$ cat config.mk
export PLATFORM = sky130hd
export DESIGN_NAME = if_id_stage_reg
export DESIGN_NICKNAME = d
export VERILOG_FILES = /design/src/rtl/if_id_stage_reg_pkg.sv /design/src/rtl/if_id_stage_reg_pipe_skid_buf.sv /design/src/rtl/if_id_stage_reg.sv
export SDC_FILE = /design/constraint.sdc
export NUM_CORES = 1
export LEC_CHECK = 0
export CAP_MARGIN = 20
export CORE_MARGIN = 2
export CORE_UTILIZATION = 69
export CTS_CLUSTER_DIAMETER = 150
export DETAILED_ROUTE_END_ITERATION = 12
export DONT_BUFFER_PORTS = 1
export PLACE_DENSITY = 0.9
export SLEW_MARGIN = 20
export SYNTH_ARGS = -nofsm -noshare
export SYNTH_HDL_FRONTEND = slang
export SYNTH_HIERARCHICAL = 1
export SYNTH_SLANG_ARGS = --single-unit
$ cat constraint.sdc
create_clock -name clk -period 14.97 [get_ports clk]
set_input_delay 2.2455 -clock clk [delete_from_list [all_inputs] [get_ports clk]]
set_output_delay 2.2455 -clock clk [all_outputs]
set_load 0.05 [all_outputs]
$ cat src/rtl/if_id_stage_reg_pkg.sv
// Shared definitions for the IF/ID pipeline boundary: default widths and
// buffer occupancy encoding.
package if_id_stage_reg_pkg;

  localparam int DEF_DATA_W   = 32;
  localparam int DEF_CNT_W    = 16;
  localparam int ENTRY_FIELDS = 3;  // {instn, pc, nextpc}

  typedef enum logic [1:0] {
    OCC_EMPTY = 2'd0,
    OCC_ONE   = 2'd1,
    OCC_FULL  = 2'd2
  } occ_e;

endpackage

$ cat src/rtl/if_id_stage_reg_pipe_skid_buf.sv
// Generic 2-entry skid buffer: strict FIFO of head/tail registers with
// synchronous flush; the head register feeds the consumer directly.
module pipe_skid_buf
  import if_id_stage_reg_pkg::*;
#(
  parameter int               WIDTH     = 8,
  parameter logic [WIDTH-1:0] RESET_VAL = '0
) (
  input  logic             clk,
  input  logic             reset,
  input  logic             push,
  input  logic             pop,
  input  logic             flush,
  input  logic [WIDTH-1:0] din,
  output occ_e             count,
  output logic [WIDTH-1:0] head
);

  occ_e             count_nxt;
  logic [WIDTH-1:0] head_nxt;
  logic [WIDTH-1:0] tail;
  logic [WIDTH-1:0] tail_nxt;

  // NOTE: both entries are reset so a flushed or freshly reset head shows a known bubble.
  always_ff @(posedge clk or posedge reset) begin
    if (reset) begin
      count <= OCC_EMPTY;
      head  <= RESET_VAL;
      tail  <= RESET_VAL;
    end else begin
      // NOTE: non-blocking so every register samples the pre-edge values.
      count <= count_nxt;
      head  <= head_nxt;
      tail  <= tail_nxt;
    end
  end

  always_comb begin
    // NOTE: hold-by-default assignments first, so no path leaves a latch.
    count_nxt = count;
    head_nxt  = head;
    tail_nxt  = tail;
    if (flush) begin
      count_nxt = OCC_EMPTY;
      head_nxt  = RESET_VAL;
    end else begin
      unique case (count)
        OCC_EMPTY: begin
          if (push) begin
            head_nxt  = din;
            count_nxt = OCC_ONE;
          end
        end
        OCC_ONE: begin
          if (push && pop) begin
            head_nxt = din;
          end else if (push) begin
            tail_nxt  = din;
            count_nxt = OCC_FULL;
          end else if (pop) begin
            count_nxt = OCC_EMPTY;
          end
        end
        OCC_FULL: begin
          // The producer is stalled while full, so only a pop can happen here.
          if (pop) begin
            head_nxt  = tail;
            count_nxt = OCC_ONE;
          end
        end
        default: count_nxt = OCC_EMPTY;
      endcase
    end
  end

endmodule

$ cat src/rtl/if_id_stage_reg.sv
// IF/ID pipeline register built on a 2-entry skid buffer, with branch flush,
// NOP substitution toward decode and a saturating stall-cycle counter.
module if_id_stage_reg
  import if_id_stage_reg_pkg::*;
#(
  parameter int                DATA_W    = DEF_DATA_W,
  parameter logic [DATA_W-1:0] NOP_INSTN = '0,
  parameter int                CNT_W     = DEF_CNT_W
) (
  input  logic              clk,
  input  logic              reset,
  input  logic              if_valid,
  input  logic [DATA_W-1:0] if_instn,
  input  logic [DATA_W-1:0] if_pc,
  input  logic [DATA_W-1:0] if_nextpc,
  output logic              if_stall,
  input  logic              id_stall,
  input  logic              flush,
  output logic              id_valid,
  output logic [DATA_W-1:0] id_instn,
  output logic [DATA_W-1:0] id_pc,
  output logic [DATA_W-1:0] id_nextpc,
  output logic [CNT_W-1:0]  stall_cycles
);

  localparam int                       ENTRY_W   = ENTRY_FIELDS * DATA_W;
  localparam logic [ENTRY_W-1:0]       ENTRY_NOP = {NOP_INSTN, {(2 * DATA_W){1'b0}}};

  occ_e               count;
  logic               push;
  logic               pop;
  logic [ENTRY_W-1:0] head;
  logic [DATA_W-1:0]  head_instn;
  logic [DATA_W-1:0]  head_pc;
  logic [DATA_W-1:0]  head_nextpc;

  // Stall and valid come from registered occupancy only, never from if_valid.
  assign if_stall = (count == OCC_FULL);
  assign id_valid = (count != OCC_EMPTY);
  assign push     = if_valid & ~if_stall & ~flush;
  assign pop      = id_valid & ~id_stall;

  pipe_skid_buf #(
    .WIDTH     (ENTRY_W),
    .RESET_VAL (ENTRY_NOP)
  ) u_buf (
    .clk   (clk),
    .reset (reset),
    .push  (push),
    .pop   (pop),
    .flush (flush),
    .din   ({if_instn, if_pc, if_nextpc}),
    .count (count),
    .head  (head)
  );

  assign {head_instn, head_pc, head_nextpc} = head;

  // A popped-out head keeps stale data, so mask it whenever nothing is held.
  assign id_instn  = id_valid ? head_instn  : NOP_INSTN;
  assign id_pc     = id_valid ? head_pc     : '0;
  assign id_nextpc = id_valid ? head_nextpc : '0;

  always_ff @(posedge clk or posedge reset) begin
    if (reset) begin
      stall_cycles <= '0;
    end else if (if_stall && (stall_cycles != '1)) begin
      stall_cycles <= stall_cycles + 1'b1;
    end
  end

endmodule

==> out/results.ini, run 1 <==
[cts]
clk_latency_ps = 500
cts_resized = 0
cts_tree = built
clkSinkCount = 210
hold_buffers = 0
cts_max_level = 1
cts_buffer_depth = 3
cts_buffers = 22
clk_pin_slew_ps = 60
post_cts.repair.setup_buffers = 0
cts_root_buf = clkbuf_16

[cells_and_area]
nets = 900
drive_gt1_share_pct = 20.1
area_growth_pct = 5.85
utilization_pct = 75.6
diodes = 0
finish.cell_count_without_fillers = 994

[logic_synthesis]
synthTopCellsByCount = dfrtp_1 (210), mux2i_1 (97), and2_1 (96), mux2_2 (96), o2111ai_1 (96)
synthCells = 860
synth_most_common_cell = dfrtp_1
synth_flop_cell = dfrtp_1
yosys.area.top_type = dfrtp_1
avgSynthCellArea_um2 = 12.2
ys_types = 38
synth-seq-cells = 210
synth.top_cell.area_share_pct = 50.3
synthTopCellsByArea = dfrtp_1 (50%), mux2_2 (10%), mux2i_1 (9.3%)
async_reset_ff_share_pct = 100
syn_nets = 962
synth_seq_area_share_pct = 50.3
synth_edf_count = 0
yosysWarningCount = 6
synth_area_um2 = 10500

[floorplanning]
ios = 215
die_h_um = 127
die_x_um = 127
die_area_um2 = 16200
start_util_pct = 71.4
rows = 44
core_um2 = 14600

[placement]
io_buffer_count = 0
place_congestion = 0.846
dpl.cell_count = 957
place_ws_ps = 9860
hpwl_mm = 14.4

[sta]
skew_ps = 12.7
finalSetupTns_ps = 0
rsz0062_at_grt = no
worst_pin_slew_ps = 1110
setup_viol = 0
final_max_slew_viol_count = 0
post-route-min-period_ps = 5450
fin_crit_sh_pct = 36.4
fin_ws_ps = 9520
fmax_ghz = 0.183
slew_headroom_pct = 26.2
hold_viol = 0

[grt]
grtUsageTotal_pct = 29.6
grt_pass1_wl_mm = 39.0
antenna_found_initial = 0
grt_pass1_vias = 7311
grt_start_max_net_pins = 109
overflow = 0

[setup_path]
endpoint_kind = output port
critPathArrivalTime_ps = 3210
critPathRequiredTime_ps = 12720
path_max_fanout = 80
crit_type = flip-flop to output port
start_kind = flip-flop

[power]
p_per_area_nw_per_um2 = 136
vdd_drop_max_mv = 0.0943
p_int_uw = 1080
switching_power_uw = 428
total_power_uw = 1500
p_leak_uw = 0.00477
p_clk_share_pct = 33.7
p_seq_share_pct = 50.4
p_sw_share_pct = 28.5
power_frac_comb_pct = 15.8

[drt]
routed_wl_mm = 24.6
drtIter0Drc = 597
wl_per_cell_um = 24.8
dr.pass1.iters = 5
via_per_inst = 7.23
ant_nets = 0
post-route-drc-count = 0
vias = 7184

[hold_path]
min_path_type = flip-flop to flip-flop

[run]
maxCapViolCount = 0

[outcome]
status = finished, final reports clean

-- cell type report --
class,instances,area (µm²)
Sequential cell,210,5260
Multi-Input combinational cell,550,4790
Tap cell,184,230
Fill cell,846,3570
Clock buffer,31,646
Clock inverter,5,25.0
Inverter,5,26.3
Timing Repair Buffer,9,91.3
-- per-layer routing --
metal / global-route usage (%) / up-vias / part of all wire [%]
li1: - / 3155 / -
met1: 38.2 / 3658 / 39
met2: 48.7 / 306 / 50
met3: 8.67 / 65 / 8.5
met4: 9.70 / 0 / 3.1
met5: 0 / - / 0
-- kinds of logic after synthesis --
group                      Yosys count  synth area share, %
AOI/OAI and AO/OA                  201                 16.2
xor gates and xnor gates            12                 1.01
adders and majority gates            1                0.120
buffers and inverters              100                 4.28
DFF                                210                 50.3
muxes                              194                 19.8
and+or+nand+nor                    142                 8.34
-- cell usage in the layout, fill, tap and decap left out, types with 5 or more instances in the layout --
cell and instances:
and2_1 96, buf_4 7, clkbuf_16 23, clkinv_2 5
dfrtp_1 209, mux2_2 96, mux2i_1 96, nand3_1 9
nand4_1 5, nor2_1 7, o2111ai_1 96, o31ai_1 87
o31ai_2 10, xnor2_1 5, xor2_1 7
-- power by group through the flow --
stage	logic (µW)	clock network [µW]	registers, µW
finish	238	507	758
global route	257	534	768
CTS	233	514	760
detailed placement	232	0	769
global placement	219	0	758
floorplan	214	0	739
-- sequential cells by signal, summed over array words and instances, names as in the netlist --
name,flops
stall_cycles,16
u_buf/count,2
u_buf/head,96
u_buf/tail,96
-- final timing paths --
kind                                startpoint         endpoint  slack, ps  cells after the start
worst max-delay path            u_buf/count[0]        id_pc[15]       9520                      4
worst max register to register  u_buf/count[0]    u_buf/tail[5]      10360                      8
worst min register to register   u_buf/tail[4]    u_buf/tail[4]        500                      1
max in group asynchronous                reset   u_buf/count[0]      11880                      2
worst min-delay path             u_buf/tail[4]    u_buf/tail[4]        500                      1
min in group asynchronous                reset  stall_cycles[7]       1710                      1
-- per-stage QoR --
stage | area, µm² | hold WS (ps)
floorplan | 10500 | 479
global placement | 10400 | 486
detailed placement | 10400 | 493
CTS | 11000 | 506
global route | 11100 | 513
finish | 11100 | 502
-- critical path, stage by stage, from the launching register on --
cell	delay [ps]
dfrtp_4	730
buf_16	310
or2_2	350
buf_4	650
and2_1	570
No activity file was read; power rests on OpenSTA's default activity.
==> run 2, diff against run 1 <==
CORE_UTILIZATION = 64   (was 69)
PLACE_DENSITY = 0.85   (was 0.9)
clock period = 5.45 ns   (was 14.97 ns; I/O delays follow)
==> run 2 against run 1 <==
Compared with the run above: worst hold slack worse by 220 ps; sequential power increased to 2.7 times the previous value; via count up 0.49%; critical path depth grew 3; first-iteration DRC count fell by 5.9%; register-to-register slack worse by 8600 ps; routed wire length grew 1.7%; non-clock buffer count is 2 higher; design area rose by 0.76%; final cell count is 3.7% higher; utilization shrank 5.6 points.
==> out/results.ini, run 2 (synthesis results as in run 1) <==
[outcome]
status = finished, final reports clean

[power]
p_leak_uw = 0.00478  ; +0.26%
vdd_drop_max_mv = 0.333  ; +250%
total_power_uw = 4160  ; +180%
p_per_area_nw_per_um2 = 373  ; +170%

[cells_and_area]
regArea_um2 = 5260  ; unchanged
multiInputGateArea_um2 = 4790  ; unchanged
utilization_pct = 70.0  ; -5.6 points
diodes = 0  ; unchanged
drive_gt1_share_pct = 20.4  ; +0.24 points
reg_top3 = u_buf/head (96), u_buf/tail (96), stall_cycles (16)
layout_common_cells = dfrtp_1 (209), and2_1 (96), mux2_2 (96), mux2i_1 (96), o2111ai_1 (96)
nets = 902  ; +0.22%
final.fill_count = 1149  ; +36%
layout_commonest_cell = dfrtp_1
area_growth_pct = 6.65

[placement]
io_buffer_count = 0  ; unchanged
place_congestion = 0.759  ; -10%
hpwl_mm = 14.5  ; +0.34%

[drt]
drtIter0Drc = 562  ; -5.9%
wl_per_cell_um = 24.3  ; -1.9%
vias = 7219  ; +0.49%
ant_nets = 0  ; unchanged
routed_wl_mm = 25.0  ; +1.7%
dr.pass1.iters = 4  ; -1
via_per_inst = 7.00  ; -3.1%
post-route-drc-count = 0  ; unchanged

[sta]
skew_ps = 12.5  ; -0.208 ps
fmax_ghz = 0.270
hold_viol = 0  ; unchanged
slew_headroom_pct = 23.7  ; -2.5 points
finalSetupTns_ps = 0  ; unchanged
final_max_slew_viol_count = 0  ; unchanged
worst_pin_slew_ps = 1140  ; +37.9 ps
post-route-min-period_ps = 3700
setup_viol = 0  ; unchanged
rsz0062_at_grt = no
fin_crit_sh_pct = 67.9

[grt]
overflow = 0  ; unchanged
grt_pass1_vias = 7398  ; +1.2%
antenna_found_initial = 0  ; unchanged
grt_pass1_wl_mm = 40.1  ; +2.7%
grt_start_max_net_pins = 195  ; +79%
grtUsageTotal_pct = 28.2  ; -1.4 points

[floorplanning]
die_h_um = 132  ; +3.7%
core_um2 = 15900  ; +8.9%
die_x_um = 132  ; +3.7%
start_util_pct = 65.6  ; -5.8 points
rows = 46  ; +4.5%
ios = 215  ; unchanged
die_area_um2 = 17400  ; +7.6%

[run]
maxCapViolCount = 0  ; unchanged

[setup_path]
crit_type = flip-flop to flip-flop
path_max_fanout = 63  ; -21%
reg2reg_to = u_buf/tail[94]
critPathArrivalTime_ps = 4080  ; +870 ps
endpoint_kind = flip-flop
critPathLaunch = u_buf/count[1]
ff2ff_path_depth = 7  ; -1
critPathRequiredTime_ps = 5830  ; -6890 ps
r2r-start = u_buf/count[1]
cp-endpoint = u_buf/tail[94]
rrSetupSlack_ps = 1750  ; -8610 ps
start_kind = flip-flop

[cts]
cts_buffer_depth = 3  ; unchanged
hold_buffers = 0  ; unchanged
cts_tree = built
cts_buffers = 22  ; unchanged
cts_resized = 0  ; unchanged
post_cts.repair.setup_buffers = 0  ; unchanged
clk_pin_slew_ps = 60  ; about the same
clkSinkCount = 210  ; unchanged
cts_root_buf = clkbuf_16
clk_latency_ps = 500  ; about the same
cts_max_level = 1  ; unchanged

[hold_path]
min_path_type = input pin to asynchronous set/reset pin

-- run 2: per-stage QoR --
stage                     hold WS, ps  cell area [µm²]  setup slack (ps)  instances
after global placement            486            10400              1990        991
after global routing              313            11200              1520       1031
after floorplan                   479            10500              2130        860
final                             283            11200              1750       1031
after detailed placement          491            10400              1810        991
after CTS                         274            11100              1770       1030
-- run 2: where the power goes --
group / internal, µW / switching [µW]
registers: 1860 / 209
clock network: 828 / 595
logic: 280 / 389
-- run 2: worst max-delay path: stages (launching register included) --
cell and delay (ps):
dfrtp_1 490, nand2b_1 180, inv_1 310, nor3b_1 670
nor4b_2 450, nand2_4 560, buf_4 540, mux2_2 340
-- run 2: cell type report --
class | instances | share of cell area (%)
clock buffers | 33 | 5.86
clock inverters | 6 | 0.325
inverters | 5 | 0.213
multi-input cells | 550 | 43.0
flip-flops and latches | 210 | 47.2
well taps | 216 | 2.42
repair buffers | 11 | 1.07
-- run 2: worst min path at each step --
| stage | from | endpoint | slack (ps) | depth (start not counted) |
|---|---|---|---|---|
| detailed placement | u_buf/tail[89] | u_buf/tail[89] | 490 | 1 |
| global route | reset | stall_cycles[4] | 310 | 1 |
| global placement | u_buf/tail[21] | u_buf/tail[21] | 490 | 1 |
| finish | reset | stall_cycles[4] | 280 | 1 |
| floorplan | u_buf/tail[71] | u_buf/tail[71] | 480 | 1 |
| CTS | reset | stall_cycles[4] | 270 | 1 |
-- run 2: metal layers --
| layer | share of wire, % | track usage [%] |
|---|---|---|
| met5 | 0 | 0 |
| met1 | 38 | 35.5 |
| met3 | 9.6 | 9.92 |
| met4 | 3.1 | 9.72 |
| met2 | 49 | 45.8 |
==> run 3, diff against run 2 <==
clock period = 3.6 ns   (was 5.45 ns; I/O delays follow)
==> run 3 against run 2 <==
Compared with the run above: clock-buffer cell count up 2; highest routed layer unchanged; combinational power rose by 62%; power is 59% higher; largest power group unchanged.
==> out/results.ini, run 3 (synthesis results as in run 1) <==
[grt]
grt_start_max_net_pins = 101  ; -48%
antenna_found_initial = 1  ; +1
overflow = 0  ; unchanged
grtUsageTotal_pct = 29.6  ; +1.4 points
grt_pass1_vias = 7928  ; +7.2%
grt_pass1_wl_mm = 42.2  ; +5.3%

[drt]
drtIter0Drc = 755  ; +34%
wl_per_cell_um = 23.0  ; -5.4%
ant_nets = 0  ; unchanged
routed_wl_mm = 26.0  ; +3.9%
vias = 7571  ; +4.9%
post-route-drc-count = 0  ; unchanged
via_per_inst = 6.68  ; -4.6%
dr.pass1.iters = 8  ; +4

[cts]
cts_max_level = 1  ; unchanged
cts_buffers = 22  ; unchanged
post_cts.repair.setup_buffers = 0  ; unchanged
cts_resized = 0  ; unchanged
cts_tree = built
hold_buffers = 0  ; unchanged
clk_pin_slew_ps = 60  ; about the same
cts_root_buf = clkbuf_16
clk_latency_ps = 500  ; about the same
clkSinkCount = 210  ; unchanged
cts_buffer_depth = 3  ; unchanged

[placement]
hpwl_mm = 15.3  ; +5.8%
placed_area_um2 = 11200  ; +7.6%
io_buffer_count = 0  ; unchanged
place_congestion = 0.816  ; +7.6%

[cells_and_area]
multiInputGateArea_um2 = 4790  ; unchanged
area_growth_pct = 15.0
reg_top3 = u_buf/head (96), u_buf/tail (96), stall_cycles (16)
drive_gt1_share_pct = 29.3  ; +8.9 points
layout_common_cells = dfrtp_1 (209), buf_4 (105)
final_area_um2 = 12000  ; +7.9%
regArea_um2 = 5260  ; unchanged
layout_commonest_cell = dfrtp_1
final.fill_count = 1000  ; -13%
nets = 1002  ; +11%

[sta]
fmax_ghz = 0.327
hold_viol = 0  ; unchanged
post-route-min-period_ps = 3060
fin_crit_sh_pct = 85.0
worst_pin_slew_ps = 1110  ; -36.6 ps
finalSetupTns_ps = 0  ; unchanged
final_max_slew_viol_count = 0  ; unchanged
slew_headroom_pct = 26.1  ; +2.4 points
skew_ps = 8.50  ; -4.01 ps
setup_viol = 0  ; unchanged
rsz0062_at_grt = no

[power]
p_sw_share_pct = 27.6  ; -1.1 points
vdd_drop_max_mv = 0.380  ; +14%
switching_power_uw = 1820  ; +53%
p_per_area_nw_per_um2 = 548  ; +47%
p_int_uw = 4770  ; +61%
p_clk_share_pct = 35.9  ; +1.7 points
p_leak_uw = 0.00538  ; +12%
power_frac_comb_pct = 16.5  ; +0.4 points
p_seq_share_pct = 47.6  ; -2.1 points

[hold_path]
min_path_type = input pin to asynchronous set/reset pin

[setup_path]
cp_slowest_cell = buf_4
path_cells = or2_2 -> buf_4 -> and2_1 -> buf_4
endpoint_kind = output port
path_max_fanout = 97  ; +54%
critPathRequiredTime_ps = 3060  ; -2770 ps
crit_top_cell = buf_4
critPathArrivalTime_ps = 2520  ; -1560 ps
start_kind = flip-flop
slowest_delay_ps = 710  ; +40 ps
crit_type = flip-flop to output port

[floorplanning]
core_um2 = 15900  ; unchanged
rows = 46  ; unchanged
die_area_um2 = 17400  ; unchanged
die_x_um = 132  ; unchanged
start_util_pct = 65.6  ; unchanged
ios = 215  ; unchanged
die_h_um = 132  ; unchanged

[outcome]
status = finished, final reports clean

[run]
maxCapViolCount = 0  ; unchanged

[run 3: changes by cell type in the layout (fill, tap and decap cells not counted)]
cell / delta
dlygate4sd3_1: +1
clkinv_4: -1
clkinv_2: -1
bufinv_16: +2
buf_12: +3
clkbuf_8: +4
clkinvlp_4: -1
clkbuf_1: -2
diode_2: +1
buf_6: -1
buf_4: +97
[run 3: final cells by class]
cell class / count / area share [%]
antenna: 1 / 0.0208
clock buffer: 35 / 5.82
clock inverter: 5 / 0.624
inverter: 5 / 0.198
multi-input combinational: 550 / 39.8
sequential: 210 / 43.7
tap: 216 / 2.25
timing repair buffer: 111 / 7.53
[run 3: final timing paths]
| kind | from | end | slack [ps] | depth (start not counted) |
|---|---|---|---|---|
| worst min register to register | u_buf/tail[22] | u_buf/tail[22] | 500 | 1 |
| min in group clk | flush | u_buf/head[53] | 140 | 1 |
| worst min-delay path | reset | stall_cycles[2] | 0.1 | 1 |
| worst max register to register | u_buf/count[0] | u_buf/head[72] | 710 | 4 |
| max in group asynchronous | reset | u_buf/tail[4] | 2200 | 3 |
| worst max-delay path | u_buf/count[0] | id_nextpc[8] | 540 | 4 |
[run 3: stage by stage]
| stage | hold WS, ps | total power, µW | worst slack, ps | instances | util, % |
|---|---|---|---|---|---|
| 5_1_grt | 37.1 | 6850 | 433 | 1133 | 75.5 |
| 2_1_floorplan | 454 | 3960 | 556 | 860 | - |
| 4_1_cts | 2.16 | 6620 | 567 | 1130 | 75.2 |
| 3_3_place_gp | 486 | 4130 | 844 | 1089 | 70.2 |
| 3_5_place_dp | 492 | 4240 | 753 | 1090 | 70.4 |
| 6_report | 0.122 | 6590 | 541 | 1133 | 75.5 |
[run 3: metal layers]
| layer | track usage (%) | wire (µm) | vias to the layer above |
|---|---|---|---|
| met2 | 49.8 | 13100 | 323 |
| met5 | 0 | 0 | - |
| met1 | 37.8 | 10100 | 3838 |
| met4 | 9.12 | 612 | 0 |
| li1 | - | - | 3365 |
| met3 | 7.92 | 2150 | 45 |
[run 3: power by group through the flow]
stage	clock [µW]	combinational, µW	sequential [µW]
global placement	0	1020	3120
detailed placement	0	1080	3160
CTS	2410	1090	3130
global route	2500	1170	3190
floorplan	0	889	3070
finish	2370	1080	3140
[run 3: worst max-delay path, delay by kind of cell (launching register included)]
family,cells,cell delay (ps)
DFF,1,590
buffers and inverters,2,920
and+or+nand+nor,2,440
